==> src/rtl/processor_pkg.sv <==
// Shared definitions for the 16-bit pipelined processor: opcodes, NOP,
// fetch state encoding and two-word instruction detection.
package processor_pkg;

  localparam int unsigned INSTR_W = 16;
  localparam int unsigned OPCODE_W = 5;

  // Opcodes whose instruction carries a second (immediate) word
  localparam logic [OPCODE_W-1:0] OP_IADD = 5'b01011;
  localparam logic [OPCODE_W-1:0] OP_LDM  = 5'b10100;
  localparam logic [OPCODE_W-1:0] OP_LDD  = 5'b10101;
  localparam logic [OPCODE_W-1:0] OP_STD  = 5'b10110;

  localparam logic [INSTR_W-1:0] NOP = 16'h0000;

  typedef enum logic {
    FETCH     = 1'b0,
    FETCH_IMM = 1'b1
  } fetch_state_t;

  function automatic logic is_two_word(input logic [OPCODE_W-1:0] opcode);
    return (opcode == OP_IADD) || (opcode == OP_LDM) ||
           (opcode == OP_LDD)  || (opcode == OP_STD);
  endfunction

endpackage

==> src/rtl/fetch_stage.sv <==
// Instruction fetch stage: owns the PC, assembles one- and two-word
// instructions and drives the IF/ID pipeline register (stall/jump aware).
module fetch_stage
  import processor_pkg::*;
#(
  parameter int unsigned       ADDR_W   = 16,
  parameter logic [ADDR_W-1:0] RESET_PC = '0
) (
  input  logic              clk,
  input  logic              reset,
  input  logic              stall,
  input  logic              jump_taken,
  input  logic [ADDR_W-1:0] jump_target,
  output logic [ADDR_W-1:0] imem_addr,
  input  logic [15:0]       imem_data,
  output logic [15:0]       instruction_buf,
  output logic [15:0]       immediate_buf,
  output logic [ADDR_W-1:0] pc_buf,
  output logic              valid_buf
);

  fetch_state_t      r_state;
  logic [ADDR_W-1:0] r_pc;
  logic [15:0]       r_first_word;
  logic [15:0]       r_instruction;
  logic [15:0]       r_immediate;
  logic [ADDR_W-1:0] r_pc_buf;
  logic              r_valid;

  logic [ADDR_W-1:0] w_pc_inc;
  logic              w_two_word;

  // Address of the word after the current PC; wraps modulo 2^ADDR_W
  assign w_pc_inc   = r_pc + ADDR_W'(1);
  assign w_two_word = is_two_word(imem_data[15:11]);

  // PC, fetch state and IF/ID register; priority reset > jump > stall > fetch
  always_ff @(posedge clk or posedge reset) begin
    if (reset) begin
      r_pc          <= RESET_PC;
      r_state       <= FETCH;
      r_first_word  <= NOP;
      r_instruction <= NOP;
      r_immediate   <= '0;
      r_pc_buf      <= '0;
      r_valid       <= 1'b0;
    end else if (jump_taken) begin
      r_pc          <= jump_target;
      r_state       <= FETCH;
      r_instruction <= NOP;
      r_immediate   <= '0;
      r_pc_buf      <= '0;
      r_valid       <= 1'b0;
    end else if (!stall) begin
      case (r_state)
        FETCH: begin
          r_pc <= w_pc_inc;
          if (w_two_word) begin
            // Hold the first word and emit a bubble while the immediate is fetched
            r_first_word  <= imem_data;
            r_state       <= FETCH_IMM;
            r_instruction <= NOP;
            r_immediate   <= '0;
            r_pc_buf      <= '0;
            r_valid       <= 1'b0;
          end else begin
            r_instruction <= imem_data;
            r_immediate   <= '0;
            r_pc_buf      <= w_pc_inc;
            r_valid       <= 1'b1;
          end
        end
        FETCH_IMM: begin
          r_pc          <= w_pc_inc;
          r_state       <= FETCH;
          r_instruction <= r_first_word;
          r_immediate   <= imem_data;
          r_pc_buf      <= w_pc_inc;
          r_valid       <= 1'b1;
        end
        default: begin
          r_state <= FETCH;
        end
      endcase
    end
  end

  assign imem_addr       = r_pc;
  assign instruction_buf = r_instruction;
  assign immediate_buf   = r_immediate;
  assign pc_buf          = r_pc_buf;
  assign valid_buf       = r_valid;

endmodule

==> config.mk <==
export PLATFORM = sky130hd
export DESIGN_NAME = fetch_stage
export DESIGN_NICKNAME = d
export VERILOG_FILES = /design/src/rtl/processor_pkg.sv /design/src/rtl/fetch_stage.sv
export SDC_FILE = /design/constraint.sdc
export NUM_CORES = 1
export LEC_CHECK = 0
export CAP_MARGIN = 20
export CORE_UTILIZATION = 35
export DETAILED_ROUTE_END_ITERATION = 10
export PLACE_DENSITY = 0.67
export SLEW_MARGIN = 10
export SYNTH_ARGS = -nofsm -noshare
export SYNTH_HDL_FRONTEND = slang
export SYNTH_SLANG_ARGS = --single-unit
==> constraint.sdc <==
create_clock -name clk -period 3.3 [get_ports clk]
set_input_delay 0.66 -clock clk [delete_from_list [all_inputs] [get_ports clk]]
set_output_delay 0.66 -clock clk [all_outputs]
set_load 0.005 [all_outputs]
==> run summary <==
Outcome - finished clean
Crit start category - input port
Sequential element share of the synthesized area - 55.7%
Max stage delay on crit path - 870 ps
Vias - 2907
Synth Net Count - 369
Final Power - 2.31 mW
Synth Flop Type - dfrtp_1
Vias in the first global route - 2700
Clock period minus final worst setup slack - 2310 ps
Port Buffers - 100
Critical path buffers and inverters - 2
Setup Buffers After CTS - 0
GRT Total Usage - 16.6%
# IOs - 101
Crit path max-delay cell type - and2_1
Die height - 105 microns
Largest area contributor in the netlist - dfrtp_1
Diode count - 0
Die footprint - 0.0109 sq mm
Routed WL - 8.93 mm
Final setup violation count - 0
RSZ-0062 raised after global routing - false
CTS max path bufs - 2
Crit. End Element - register
Mapped Area - 0.00369 sq mm
Top delay family on crit path - simple AND/OR/NAND/NOR gates
Commonest cells in the netlist - dfrtp_1 (82), nand2_1 (31), o21ai_0 (26)
Crit Path Class - input port to register
CTS tree - built
Starting Density - 35.9%
Max transition margin - 26.4%
Core Area - 0.0103 sq mm
Top post-synthesis cells by area - dfrtp_1 (56%), mux2_2 (4.9%), a222oi_1 (4.3%)
First-pass GRT wire length - 14.4 mm
Die X - 105 microns
Worst Tran Pin Value - 1100 ps
Tcrit/Tclk final - 70.0%
Initial antenna violation count - 0
Max Clk Rate - 0.433 GHz
Total global routing overflow - 0
Async set-or-reset flop fraction in the synthesized netlist - 100%
GP Congestion - 0.813
Layout area overhead - 37.0%
Peak VDD IR - 0.000178 V
Most instantiated library cell after synthesis - dfrtp_1
Leak - 2.20 nW
Worst endpoint required time - 3580 ps
CTS clk-pin slew, worst paths - 90 ps
Setup TNS - 0 ps
Number of buffers created by CTS - 9
Worst hold path type - register to register
CTS Hold Bufs - 0
WP data arrival - 2590 ps
Max Cap Viol - 0
H-tree Lvls - 3
Clk root buf - clkbuf_8
Iter 0 DRT Violations - 226
Layout cells sized above 1 - 11.4%
Layout net count - 463
Flops & latches, synth - 82
Final ANT Viol Nets - 0
FP Rows - 37
EDFF count, synth - 0
Cells after synthesis - 332
TritonRoute pass-1 iters - 5
Drt drc - 0
Synthesis Warnings - 0
Vias per cell - 5.13
Detailed-route wire length per cell - 15.7 microns
Clock Sinks - 82
Final Skew - 7.25 ps
Worst-path cell chain - clkdlybuf4s50_1, nor2_1, and2_1, buf_4, a22o_1
Post-Syn Area per Cell - 11.1 sq um
Worst-Skew Late Latency - 340 ps
Max FO, Critical Path - 30
Final Max Slew Viols - 0
Power per standard cell area - 458 mW/mm^2
Largest net degree at the start of global routing - 83
Resized cells post-CTS - 0
Fin. Hold Viols - 0
Distinct cells, synth - 47
Hpwl dp - 6.25 mm
Share of the synthesized area in the top cell type - 55.7%
## worst register-to-register path: cells and delay by family (launching register included)
family | cells | cell delay, ps
compound gates | 1 | 180
fa+ha+maj | 1 | 250
flops | 1 | 490
simple gates | 3 | 1310
## area by class of cell
| type | instances | area [sq um] |
|---|---|---|
| clock buffer | 10 | 138 |
| clock inverter | 6 | 73.8 |
| fill | 978 | 5230 |
| inverter | 23 | 87.6 |
| multi-input combinational | 203 | 1450 |
| sequential | 82 | 2050 |
| tap | 136 | 170 |
| timing repair buffer | 107 | 1080 |
## per-stage QoR
stage	area, sq um	utilization [%]	hold slack [ps]	setup WS (ps)	cells
6_report	5050	49.1	483	991	567
2_1_floorplan	3690	-	471	532	332
4_1_cts	5030	49.0	489	911	566
5_1_grt	5050	49.1	513	848	567
3_3_place_gp	4820	46.9	461	602	550
3_5_place_dp	4820	46.9	469	528	550
## state kept, by name, indices dropped and copies added, names as in the netlist
register and flops:
imem_addr 16, immediate_buf 16, instruction_buf 16, pc_buf 16, r_first_word 16, r_state 1
valid_buf 1
## report_power, final
part / switching, mW / internal [mW] / total (mW)
sequential: 0.0840 / 1.10 / 1.19
clock: 0.371 / 0.379 / 0.750
combinational: 0.153 / 0.220 / 0.372
## layer usage
metal | GRT usage, % | share of wire, % | vias up
li1 | - | - | 1389
met1 | 23.8 | 47 | 1448
met2 | 25.4 | 49 | 68
met3 | 2.31 | 3.6 | 2
met4 | 6.34 | 0.45 | 0
met5 | 0 | 0 | -
## kinds of logic (layout without fill, tap and decap cells)
kind of cell	Yosys count	in the layout	share of synthesized area [%]
AOI/OAI and AO/OA	75	75	15.6
buffers and inverters	47	146	5.16
DFF	82	82	55.7
adders and majority gates	1	1	0.339
and+or+nand+nor	87	87	12.6
muxes	17	17	5.16
xor gates and xnor gates	23	23	5.46
## placed cells by master (no fill, tap or decap), drive strengths merged, types with 10 or more instances in the layout
master	n
nor2	10
nand2	31
clkbuf	10
clkdlybuf4s50	100
a22o	16
a222oi	16
inv	24
dfrtp	82
mux2	16
o21ai	27
xnor2	17
## worst paths after layout
check,slack [ps],to,cells past startpoint,startpoint
max in group asynchronous,2210,imem_addr[8],3,reset
max,990,immediate_buf[12],5,stall
min,480,pc_buf[13],2,pc_buf[13]
min reg2reg,480,pc_buf[13],2,pc_buf[13]
min in group asynchronous,730,valid_buf,3,reset
max reg2reg,1010,imem_addr[12],5,imem_addr[0]
No activity file was read; power rests on OpenSTA's default activity.
